### src/rtl/secded16_pkg.sv
// Shared constants, stage structs and the parity helper for the 16-bit
// extended-Hamming SEC-DED decoder.
package secded16_pkg;

    localparam int DATA_W = 11;
    localparam int PAR_W  = 5;

    // Parity bit indices within the 5-bit parity field
    localparam int P1   = 0;
    localparam int P2   = 1;
    localparam int P4   = 2;
    localparam int P8   = 3;
    localparam int PALL = 4;

    // Codeword position of each data bit; entry i is the position of d[i]
    localparam logic [DATA_W-1:0][3:0] DATA_POS = {
        4'd15, 4'd14, 4'd13, 4'd12, 4'd11, 4'd10, 4'd9, 4'd7, 4'd6, 4'd5, 4'd3
    };

    typedef struct packed {
        logic [DATA_W-1:0] data;
        logic [3:0]        s;
        logic              ov;
    } s1_t;

    typedef struct packed {
        logic [DATA_W-1:0] data;
        logic              corr;
        logic              uncorr;
        logic [PAR_W-1:0]  syndrome;
    } s2_t;

    // Parity an encoder would attach to d: p1/p2/p4/p8 plus the overall bit
    function automatic logic [PAR_W-1:0] calc_parity(input logic [DATA_W-1:0] d);
        logic [PAR_W-1:0] p;
        p = '0;
        for (int i = 0; i < DATA_W; i++)
            for (int k = 0; k < 4; k++)
                if (DATA_POS[i][k]) p[k] = p[k] ^ d[i];
        p[PALL] = (^d) ^ (^p[P8:P1]);
        return p;
    endfunction

endpackage

### src/rtl/secded16_syndrome.sv
// Combinational syndrome and overall-parity check for one received codeword.
module secded16_syndrome
    import secded16_pkg::*;
(
    input  logic [DATA_W-1:0] data,
    input  logic [PAR_W-1:0]  parity,
    output logic [3:0]        s,
    output logic              ov
);

    logic [PAR_W-1:0] calc;

    // Recompute parity; ov equals the XOR of all 16 received bits, folded
    // through the recomputed overall bit so every calc bit is used
    always_comb begin
        calc = calc_parity(data);
        s    = calc[P8:P1] ^ parity[P8:P1];
        ov   = calc[PALL] ^ parity[PALL] ^ (^s);
    end

endmodule

### src/rtl/dec_secded_16.sv
// Two-stage SEC-DED decoder with valid/ready backpressure and saturating
// corrected / uncorrectable counters.
module dec_secded_16
    import secded16_pkg::*;
#(
    parameter int CNT_W = 16
) (
    input  logic              clk,
    input  logic              rst,
    input  logic              in_valid,
    output logic              in_ready,
    input  logic [DATA_W-1:0] in_data,
    input  logic [PAR_W-1:0]  in_parity,
    output logic              out_valid,
    input  logic              out_ready,
    output logic [DATA_W-1:0] out_data,
    output logic              out_corr,
    output logic              out_uncorr,
    output logic [PAR_W-1:0]  out_syndrome,
    input  logic              clr_cnt,
    output logic [CNT_W-1:0]  corr_cnt,
    output logic [CNT_W-1:0]  uncorr_cnt
);

    localparam int STAGES = 2;

    logic [STAGES:1] vld_pipe;
    logic            s1_adv, s2_adv;
    logic [3:0]      syn_s;
    logic            syn_ov;
    s1_t             s1_d, s1_q;
    s2_t             s2_d, s2_q;

    secded16_syndrome u_syn (
        .data   (in_data),
        .parity (in_parity),
        .s      (syn_s),
        .ov     (syn_ov)
    );

    assign s2_adv   = !vld_pipe[2] || out_ready;
    assign s1_adv   = !vld_pipe[1] || s2_adv;
    assign in_ready = s1_adv;
    assign s1_d     = '{data: in_data, s: syn_s, ov: syn_ov};

    // Classify and correct; positions 1,2,4,8 and 0 match no data bit, so
    // parity-only errors leave the data untouched
    always_comb begin
        s2_d.data = s1_q.data;
        if (s1_q.ov)
            for (int i = 0; i < DATA_W; i++)
                if (s1_q.s == DATA_POS[i]) s2_d.data[i] = ~s1_q.data[i];
        s2_d.corr     = s1_q.ov;
        s2_d.uncorr   = !s1_q.ov && (s1_q.s != 4'd0);
        s2_d.syndrome = {s1_q.ov, s1_q.s};
    end

    // Pipeline registers; each stage holds while the stage after it stalls
    always_ff @(posedge clk) begin
        if (rst) begin
            vld_pipe <= '0;
            s1_q     <= '0;
            s2_q     <= '0;
        end else begin
            if (s1_adv) begin
                vld_pipe[1] <= in_valid;
                s1_q        <= s1_d;
            end
            if (s2_adv) begin
                vld_pipe[2] <= vld_pipe[1];
                s2_q        <= s2_d;
            end
        end
    end

    assign out_valid    = vld_pipe[2];
    assign out_data     = s2_q.data;
    assign out_corr     = s2_q.corr;
    assign out_uncorr   = s2_q.uncorr;
    assign out_syndrome = s2_q.syndrome;

    // Saturating statistics counted on the output handshake; clear wins
    always_ff @(posedge clk) begin
        if (rst || clr_cnt) begin
            corr_cnt   <= '0;
            uncorr_cnt <= '0;
        end else if (out_valid && out_ready) begin
            if (out_corr && (corr_cnt != '1))
                corr_cnt <= corr_cnt + CNT_W'(1);
            if (out_uncorr && (uncorr_cnt != '1))
                uncorr_cnt <= uncorr_cnt + CNT_W'(1);
        end
    end

endmodule

### config.mk
export PLATFORM = sky130hd
export DESIGN_NAME = dec_secded_16
export DESIGN_NICKNAME = d
export VERILOG_FILES = /design/src/rtl/secded16_pkg.sv /design/src/rtl/secded16_syndrome.sv /design/src/rtl/dec_secded_16.sv
export SDC_FILE = /design/constraint.sdc
export NUM_CORES = 1
export LEC_CHECK = 0
export ABC_AREA = 1
export BUFFER_PORTS_ARGS = -buffer_cell sky130_fd_sc_hd__buf_2
export CORE_ASPECT_RATIO = 1.2
export CORE_UTILIZATION = 25
export CTS_BUF_LIST = sky130_fd_sc_hd__clkbuf_8 sky130_fd_sc_hd__clkbuf_16
export CTS_CLUSTER_DIAMETER = 50
export DETAILED_ROUTE_END_ITERATION = 6
export GPL_TIMING_DRIVEN = 0
export PLACE_DENSITY_LB_ADDON = 0.3
export SLEW_MARGIN = 20
export SYNTH_ARGS = -nofsm -noshare
export SYNTH_HDL_FRONTEND = slang
export SYNTH_SLANG_ARGS = --single-unit
### constraint.sdc
create_clock -name clk -period 5.4 [get_ports clk]
set_clock_uncertainty 0.15 [all_clocks]
set_input_delay 0.27 -clock clk [delete_from_list [all_inputs] [get_ports clk]]
set_output_delay 0.27 -clock clk [all_outputs]
set_load 0.02 [all_outputs]
==> results of run 1 <==
stage by stage:
step                      utilization, %  cell area, um^2  std cells
after floorplan                        -             3710        557
after global placement              29.6             4270        801
after detailed placement            29.6             4270        801
after CTS                           32.0             4610        818
after global routing                32.0             4610        818
final                               32.0             4610        818
worst min-delay path by stage:
stage                    endpoint  slack [ns]  cells after the start
finish                    s1_q[7]        0.07                      3
global route              s1_q[7]        0.06                      3
CTS                       s1_q[7]        0.06                      3
detailed placement  uncorr_cnt[4]        0.30                      2
global placement    uncorr_cnt[4]        0.31                      2
floorplan             vld_pipe[1]        0.24                      1
final cells by class:
| type | instances | area [um^2] |
|---|---|---|
| inverter | 72 | 270 |
| sequential | 67 | 1340 |
| fill | 1593 | 9810 |
| timing repair buffer | 70 | 355 |
| tap | 175 | 219 |
| multi-input combinational | 404 | 2020 |
| buffer | 14 | 72.6 |
| clock buffer | 9 | 225 |
| clock inverter | 7 | 100 |
metal layers:
layer | global-route usage, % | wire (um)
met1 | 16.1 | 4390
met2 | 21.2 | 4470
met3 | 3.31 | 424
met4 | 3.51 | 99
met5 | 0 | 0
worst reg2reg max path, stage by stage (launching register included):
cell and delay [ns]:
dfxtp_1 0.36, ha_1 0.21, inv_1 0.12, nor2_1 0.06, nand4_1 0.12, nand2_2 0.14, nor3_4 0.19, nand3_2 0.13
nor2_2 0.14, nand2_2 0.08, or2_1 0.21, a21oi_1 0.11
sequential cells by signal (all words and copies together), names as in the netlist:
| name | cells |
|---|---|
| corr_cnt | 16 |
| s1_q | 16 |
| uncorr_cnt | 16 |
| out_data | 11 |
| out_syndrome | 4 |
| vld_pipe | 2 |
| out_corr | 1 |
| out_uncorr | 1 |
where the power goes:
group / total (mW) / switching, mW / internal [mW]
registers: 0.534 / 0.0177 / 0.516
logic: 0.202 / 0.132 / 0.0695
clock network: 0.637 / 0.229 / 0.408
total: 1.37 / 0.379 / 0.994
cells in the mapped netlist, types with 2 or more instances:
library cell / n / area share [%]
nor3_2: 2 / 0.54
nor2_2: 5 / 0.84
nand2_1: 154 / 16
nand3_1: 27 / 3.6
xnor2_1: 6 / 1.4
nand2_2: 20 / 3.4
nor3_1: 12 / 1.6
nor2_1: 39 / 4.0
a211oi_1: 2 / 0.41
a21oi_1: 50 / 6.8
o21ai_0: 43 / 5.8
o21a_1: 4 / 0.81
inv_2: 13 / 1.3
buf_6: 2 / 0.61
xor2_1: 11 / 2.6
nor3b_1: 2 / 0.41
inv_1: 59 / 6.0
nor3_4: 2 / 0.88
nand2_4: 3 / 0.91
nand4_1: 4 / 0.68
ha_1: 2 / 0.68
dfxtp_1: 67 / 36
clkbuf_1: 10 / 1.0
o21bai_1: 2 / 0.41
nand3_2: 5 / 1.4
kinds of logic after synthesis:
family | after synthesis
flops | 67
fa+ha+maj | 2
compound gates | 106
buf+inv | 86
simple gates | 279
xor+xnor | 17
==> Flow_metrics.wiki, run 1 <==
{| class="wikitable"
! Metric !! Value
|-
| Result of the run || finished clean
|-
| Post-synthesis share of cell area spent on and, or, nand and nor gates || 34.6%
|-
| TritonCTS clock tree || done
|-
| Hold Path Class || input port to flop
|-
| Number of cells on the worst reg-to-reg path || 11
|-
| Final number of max-transition violations || 0
|-
| Adder and majority gate portion of the synthesized area || 0.675%
|-
| Library cell appearing most often on the critical path || inv_1
|-
| Worst Setup Slack, final || 2.92 ns
|-
| FFs w/ async S/R, synth || 0%
|-
| Endpoint kind of the worst setup timing path || primary output
|-
| Per-cell routed wire length || 11.5 um
|-
| Most frequent cells in the layout || nand2_1 (154), buf_2 (70), dfxtp_1 (67)
|-
| Number of nets produced by synthesis || 580
|-
| Main combinational cell family by area after synthesis || simple AND/OR/NAND/NOR gates
|-
| Commonest non-fill, non-tap cell in the layout || nand2_1
|-
| Synthesized area per cell || 6.65 um^2
|-
| Mux contribution to synthesized area || 0%
|-
| Width of the chip || 113 um
|-
| Part of the Yosys area used for sequential elements || between 30% and 40%
|-
| Launch instance of the worst min-delay path || in_data[2]
|-
| Antenna viol nets, final || 0
|-
| Clock-pin transition on the worst setup and hold timing paths || 0.06 ns
|-
| Ordered list of cells on the worst path || inv_1, nor2_1, inv_1, nor2_2, inv_1, clkbuf_1, buf_2
|-
| CP Class || flop to primary output
|-
| Synthesis-stage register bit count || 67
|-
| Floorplan die area || 15300 um^2
|-
| Gate Count Post-Synth || 557
|-
| Latest clock arrival within the worst-skew pair || roughly 0.33 ns
|-
| Vertical extent of the die || between 100 and 150 um
|-
| HPWL after detailed placement || 7360 um
|-
| Overall routed net length || around 9400 um
|-
| Hold WS || 0.0683 ns
|-
| End point of the critical path || in_ready
|-
| Number of antenna violations at the first check in global routing || 0
|-
| Number of nets in the finished design || 661
|-
| Number of DRC violations after detailed routing || 0
|-
| Gr ovfl total || 0
|-
| Buffers inserted during post-CTS setup optimization || 0
|-
| Clock root cell || clkbuf_16
|-
| Initial cell density of the core || 25.7%
|-
| Cell family with the largest share of critical-path delay || buffers and inverters
|-
| Crit share post-route || 45.8%
|-
| Number of placed I/O pins || between 70 and 80
|-
| Number of flops mapped to enable cells by yosys || 0
|-
| Clock sink total || 67
|-
| CP max stage delay || 0.34 ns
|-
| Number of global-route vias before repair || 3225
|-
| Number of iterations in the first detailed-routing pass || 5
|-
| Slowest stage cell on the critical path || dfxtp_1
|-
| Number of antenna repair diodes || 0
|-
| Post-synthesis compound-gate area fraction || 15.2%
|-
| Buffers on Ports || 69
|-
| Post-route minimum period || 2.48 ns
|-
| Total CTS buffers || 9
|-
| Maximum clock insertion buffer count || 2
|-
| Count of distinct cell types in the synthesized netlist || 36
|-
| Setup WS pre-CTS || 3.19 ns
|-
| Overall power consumption || roughly 1.4 mW
|-
| Final setup violation count || 0
|-
| Routability congestion estimate || roughly 0.78
|-
| MaxCap Viol Count || 0
|-
| GRT Overall Usage || 12.7%
|-
| Maximum number of pins on one net before global-route repair || 14
|-
| Critical path fanouts, max || 10
|-
| Power Dens Cells || 298 nW/um^2
|-
| Post-synthesis cell area || 3710 um^2
|-
| Overall via count from detail_route || 3633
|-
| Total of hold buffers inserted after clock tree synthesis || 1
|-
| Maximum frequency from static timing analysis || between 400 and 500 MHz
|-
| Post-DR vias/cell || 4.44
|-
| Xor and xnor area share after synthesis || 4.02%
|-
| Post-synth top flop || dfxtp_1
|-
| Wire length of the first global-routing pass || 15400 um
|-
| Final hold viol count || 0
|-
| Critical path buffer and inverter count || 5
|-
| Worst-margin pin slew || 0.531 ns
|-
| RSZ-0062 raised after global routing || false
|-
| Relative area change from synthesis to final layout || 24.3%
|-
| Required arrival time at the worst endpoint || 4.98 ns
|-
| Highest ir drop seen on vdd || about 0.00018 V
|-
| Slew headroom || between 60 and 70%
|-
| Cell depth of the worst setup path || 7
|-
| Reg-to-Reg Start || corr_cnt[0]
|-
| Number of placement rows || 48
|-
| Detailed router's first-iteration violation count || 196
|-
| Setup TNS Final || 0 ns
|-
| Count of synthesis-stage warnings from yosys || 0
|-
| Share of cells above drive strength 1 || a little over a fifth
|-
| Total number of H-tree levels || 3
|-
| Worst setup path start || vld_pipe[2]
|-
| Capturing point of the worst reg2reg path || corr_cnt[14]
|-
| Floorplan Core Area || 14400 um^2
|-
| Crit path arrival time || 2.06 ns
|-
| Post-CTS sizing || 0
|-
| Crit start category || flop
|-
| Register-to-register path setup slack || 3.31 ns
|-
| Leakage dissipation || around 2.2 nW
|}
No activity file was read; power rests on OpenSTA's default activity.
==> inputs of run 2 (changes only) <==
clock period = 2.18 ns   (was 5.4 ns; I/O delays follow)
==> Flow_metrics.wiki, run 2 (same netlist as run 1, synthesis figures left out) <==
{| class="wikitable"
! Metric !! Value
|-
| HPWL after detailed placement || approximately 7400 um
|-
| Final number of max-transition violations || 0
|-
| Cell area after layout || 4850 um^2
|-
| WHS Path Cells || 5
|-
| Most frequent cells in the layout || nand2_1 (153), buf_2 (70), dfxtp_1 (66)
|-
| Power Dens Cells || 705 nW/um^2
|-
| Endpoint kind of the worst setup timing path || flop
|-
| Antenna viol nets, final || 0
|-
| Post-DR vias/cell || around 4.4
|-
| Number of iterations in the first detailed-routing pass || 4
|-
| Overall power consumption || 3.42 mW
|-
| Wire length of the first global-routing pass || 15500 um
|-
| Worst Setup Slack, final || 0.134 ns
|-
| Result of the run || finished clean
|-
| Number of antenna violations at the first check in global routing || 0
|-
| Leakage dissipation || 2.28 nW
|-
| Slew headroom || 64.6%
|-
| Number of global-route vias before repair || 3279
|-
| Largest registers in the final layout || corr_cnt: 16 flops, s1_q: 16 flops, uncorr_cnt: 16 flops
|-
| Final hold viol count || 0
|-
| Worst setup path start || corr_cnt[0]
|-
| TritonCTS clock tree || done
|-
| Overall via count from detail_route || 3697
|-
| Commonest non-fill, non-tap cell in the layout || nand2_1
|-
| Initial cell density of the core || between 20 and 30%
|-
| Routability congestion estimate || 0.777
|-
| Crit start category || flop
|-
| Reg-to-Reg Start || corr_cnt[0]
|-
| Fin util || 33.6%
|-
| Launch instance of the worst min-delay path || in_parity[1]
|-
| Maximum frequency from static timing analysis || 489 MHz
|-
| Post-route insts no fill || 842
|-
| Number of DRC violations after detailed routing || 0
|-
| Required arrival time at the worst endpoint || 2.29 ns
|-
| Maximum number of pins on one net before global-route repair || 17
|-
| Number of cells on the worst reg-to-reg path || 11
|-
| Cell count after placement || 801
|-
| Latest clock arrival within the worst-skew pair || 0.32 ns
|-
| Post-route minimum period || 2.05 ns
|-
| Hold WS || 0.0269 ns
|-
| Buffers on Ports || slightly below 70
|-
| CP Class || flop to flop
|-
| Clock-pin transition on the worst setup and hold timing paths || 0.06 ns
|-
| Maximum clock insertion buffer count || 2
|-
| Detailed router's first-iteration violation count || 175
|-
| Final setup violation count || 0
|-
| Number of antenna repair diodes || 0
|-
| Cell area after placement || 4270 um^2
|-
| Critical path fanouts, max || 7
|-
| Highest ir drop seen on vdd || 0.000443 V
|-
| Per-cell routed wire length || 11.3 um
|-
| GRT Overall Usage || between 10% and 20%
|-
| Width of the chip || 113 um
|-
| Relative area change from synthesis to final layout || 30.9%
|-
| Setup TNS Final || 0 ns
|-
| Clock root cell || clkbuf_16
|-
| Floorplan Core Area || 14400 um^2
|-
| Clock sink total || 67
|-
| Crit path arrival time || 2.15 ns
|-
| MaxCap Viol Count || 0
|-
| Total number of H-tree levels || 3
|-
| Number of placement rows || 48
|-
| Floorplan die area || 15300 um^2
|-
| Gr ovfl total || 0
|-
| Setup WS pre-CTS || 0.0919 ns
|-
| Total CTS buffers || 9
|-
| Crit share post-route || 93.9%
|-
| Number of nets in the finished design || 685
|-
| Overall routed net length || roughly 9500 um
|-
| Hold Path Class || input port to flop
|-
| Vertical extent of the die || roughly 140 um
|-
| Worst-margin pin slew || 0.530 ns
|-
| Number of placed I/O pins || 73
|-
| Share of cells above drive strength 1 || 24.0%
|}
-- run 2: routing by layer --
metal | global-route usage, % | part of all wire, % | vias up
met1 | 16.0 | 46 | 1615
met5 | 0 | 0 | -
met3 | 3.31 | 3.7 | 2
met4 | 3.51 | 0.36 | 0
met2 | 21.7 | 49 | 74
li1 | - | - | 2006
-- run 2: report_power, final --
group	switching [mW]	leakage, nW	internal (mW)
clock	0.559	0.160	1.01
sequential	0.0436	0.548	1.28
combinational	0.335	1.57	0.191
-- run 2: path summary, 6_finish.rpt --
path | slack, ns | to
worst min register to register | 0.31 | uncorr_cnt[4]
worst max register to register | 0.13 | corr_cnt[9]
worst min-delay path | 0.03 | s1_q[2]
worst max-delay path | 0.13 | corr_cnt[9]
-- run 2: area by class of cell --
cell class | instances | area, um^2
Clock inverter | 7 | 100
Sequential cell | 67 | 1350
Inverter | 72 | 274
Multi-Input combinational cell | 404 | 2040
Fill cell | 1572 | 9560
Buffer | 13 | 68.8
Tap cell | 175 | 219
Clock buffer | 9 | 225
Timing Repair Buffer | 95 | 576
-- run 2: worst max-delay path: stages (launching register included) --
cell and delay, ns:
dfxtp_4 0.36, ha_2 0.18, inv_2 0.05, nor2_1 0.04
nand4_1 0.14, nand2_4 0.10, buf_4 0.16, nor3_2 0.19
nand2_2 0.10, nor3b_1 0.29, nand2_1 0.09, a21oi_1 0.12
-- run 2: repair_timing --
item / CTS / global route
pin swaps: 0 / 7
resized for setup: 1 / 10
cloned: 0 / 0
endpoints found under the hold margin: 14 / 0
hold buffers: 14 / 0
setup buffers: 0 / 12
endpoints found under the setup margin: 1 / 15
==> inputs of run 3 (changes only) <==
--- a/constraint.sdc
+++ b/constraint.sdc
@@ -4,2 +4,2 @@
 set_output_delay 0.109 -clock clk [all_outputs]
-set_load 0.02 [all_outputs]
+set_load 0.01 [all_outputs]
==> Flow_metrics.wiki, run 3 (same netlist as run 1, synthesis figures left out) <==
{| class="wikitable"
! Metric !! Value
|-
| Result of the run || finished clean
|-
| Detailed router's first-iteration violation count || approximately 170
|-
| Number of nets in the finished design || 683
|-
| Most frequent cells in the layout || nand2_1 (153), buf_2 (70), dfxtp_1 (66)
|-
| Clock root cell || clkbuf_16
|-
| Vertical extent of the die || between 100 and 150 um
|-
| Total CTS buffers || 9
|-
| CP Class || flop to flop
|-
| Required arrival time at the worst endpoint || 2.30 ns
|-
| Commonest non-fill, non-tap cell in the layout || nand2_1
|-
| Slew headroom || 63.8%
|-
| MaxCap Viol Count || 0
|-
| Floorplan die area || between 15000 and 20000 um^2
|-
| Clock-pin transition on the worst setup and hold timing paths || 0.06 ns
|-
| Maximum clock insertion buffer count || 2
|-
| Worst-margin pin slew || roughly 0.54 ns
|-
| Hold WS || 0.0231 ns
|-
| Endpoint kind of the worst setup timing path || flop
|-
| Sequential share of power || between 30% and 40%
|-
| Final setup violation count || 0
|-
| Number of antenna repair diodes || 0
|-
| Post-DR vias/cell || 4.41
|-
| Crit start category || flop
|-
| Wire length of the first global-routing pass || 15500 um
|-
| Clock share of power || 46.3%
|-
| Worst Setup Slack, final || 0.120 ns
|-
| Final hold viol count || 0
|-
| Largest registers in the final layout || corr_cnt: 16 flops, s1_q: 16 flops, uncorr_cnt: 16 flops
|-
| Post-route insts no fill || 840
|-
| Crit share post-route || 94.5%
|-
| Total number of H-tree levels || 3
|-
| Switching power || 921 uW
|-
| Hold Path Class || input port to flop
|-
| Setup TNS Final || 0 ns
|-
| Cell count after placement || 801
|-
| Final number of max-transition violations || 0
|-
| Crit path arrival time || 2.18 ns
|-
| Buffers on Ports || 69
|-
| Switching fraction of total power || 27.1%
|-
| Number of placed I/O pins || 73
|-
| Overall power consumption || 3.40 mW
|-
| Number of global-route vias before repair || 3279
|-
| Post-route minimum period || 2.06 ns
|-
| Number of DRC violations after detailed routing || 0
|-
| RSZ-0062 raised after global routing || true
|-
| Initial cell density of the core || 25.7%
|-
| Routability congestion estimate || 0.777
|-
| Critical path fanouts, max || 7
|-
| HPWL after detailed placement || 7360 um
|-
| Floorplan Core Area || 14400 um^2
|-
| Number of antenna violations at the first check in global routing || 0
|-
| TritonCTS clock tree || done
|-
| Width of the chip || 113 um
|-
| Setup WS pre-CTS || approximately 0.092 ns
|-
| Maximum frequency from static timing analysis || about 490 MHz
|-
| Relative area change from synthesis to final layout || 30.7%
|-
| Overall via count from detail_route || 3703
|-
| Int Pwr || about 2.5 mW
|-
| Latest clock arrival within the worst-skew pair || 0.33 ns
|-
| Power Dens Cells || 702 nW/um^2
|-
| Clock sink total || 67
|-
| Number of iterations in the first detailed-routing pass || 4
|-
| Maximum number of pins on one net before global-route repair || 17
|-
| Highest ir drop seen on vdd || 0.000453 V
|-
| GRT Overall Usage || roughly an eighth
|-
| Antenna viol nets, final || 0
|-
| Leakage dissipation || 2.31 nW
|-
| Per-cell routed wire length || 11.3 um
|-
| Comb power frac || between 10 and 15%
|-
| Overall routed net length || 9530 um
|-
| Number of placement rows || 48
|-
| Share of cells above drive strength 1 || 23.6%
|-
| Gr ovfl total || 0
|}
-- run 3: layer usage --
metal	wire length, um	vias to the layer above	GRT usage (%)	part of all wire [%]
met1	4410	1614	16.0	46
met2	4650	82	21.7	49
met3	407	6	3.31	4.3
li1	-	2001	-	-
met4	61	0	3.51	0.64
met5	0	-	0	0
-- run 3: repair_timing --
item	4_1_cts	5_1_grt
buffers inserted	0	10
gates resized for setup	1	10
pin swaps	0	6
endpoints found under the setup margin	1	15
gates cloned	0	0
hold buffers	14	0
hold endpoints to repair	14	0
-- run 3: worst paths after layout --
check / start / slack, ns / cells past startpoint / endpoint
worst max-delay path: corr_cnt[0] / 0.12 / 11 / corr_cnt[14]
worst min-delay path: in_parity[1] / 0.02 / 5 / s1_q[2]
worst max register to register: corr_cnt[0] / 0.12 / 11 / corr_cnt[14]
worst min register to register: uncorr_cnt[4] / 0.30 / 2 / uncorr_cnt[4]
-- run 3: power groups by stage --
stage	sequential (mW)	combinational (mW)	clock, mW
2_1_floorplan	1.35	0.334	0
3_3_place_gp	1.35	0.476	0
3_5_place_dp	1.35	0.480	0
4_1_cts	1.32	0.502	1.62
5_1_grt	1.33	0.574	1.68
6_report	1.32	0.503	1.58
-- run 3: worst max-delay path, cell delays in order (launching register included) --
cell and delay (ns):
dfxtp_2 0.35, ha_1 0.21, inv_2 0.05, nor2_1 0.04
nand4_1 0.14, nand2_4 0.11, nor3_4 0.25, nand3_2 0.16
nor2_4 0.15, nand2_2 0.07, or2_1 0.21, a21oi_1 0.11
-- run 3: layout make-up --
class / count / area, um^2
Inverter: 72 / 274
Tap cell: 175 / 219
Clock inverter: 7 / 100
Multi-Input combinational cell: 404 / 2050
Sequential cell: 67 / 1340
Fill cell: 1571 / 9570
Buffer: 13 / 68.8
Clock buffer: 9 / 225
Timing Repair Buffer: 93 / 561
-- run 3: per-stage QoR --
stage | instance area, um^2 | utilization, %
floorplan | 3710 | -
global placement | 4270 | 29.6
detailed placement | 4270 | 29.6
CTS | 4740 | 32.9
global route | 4840 | 33.6
finish | 4840 | 33.6
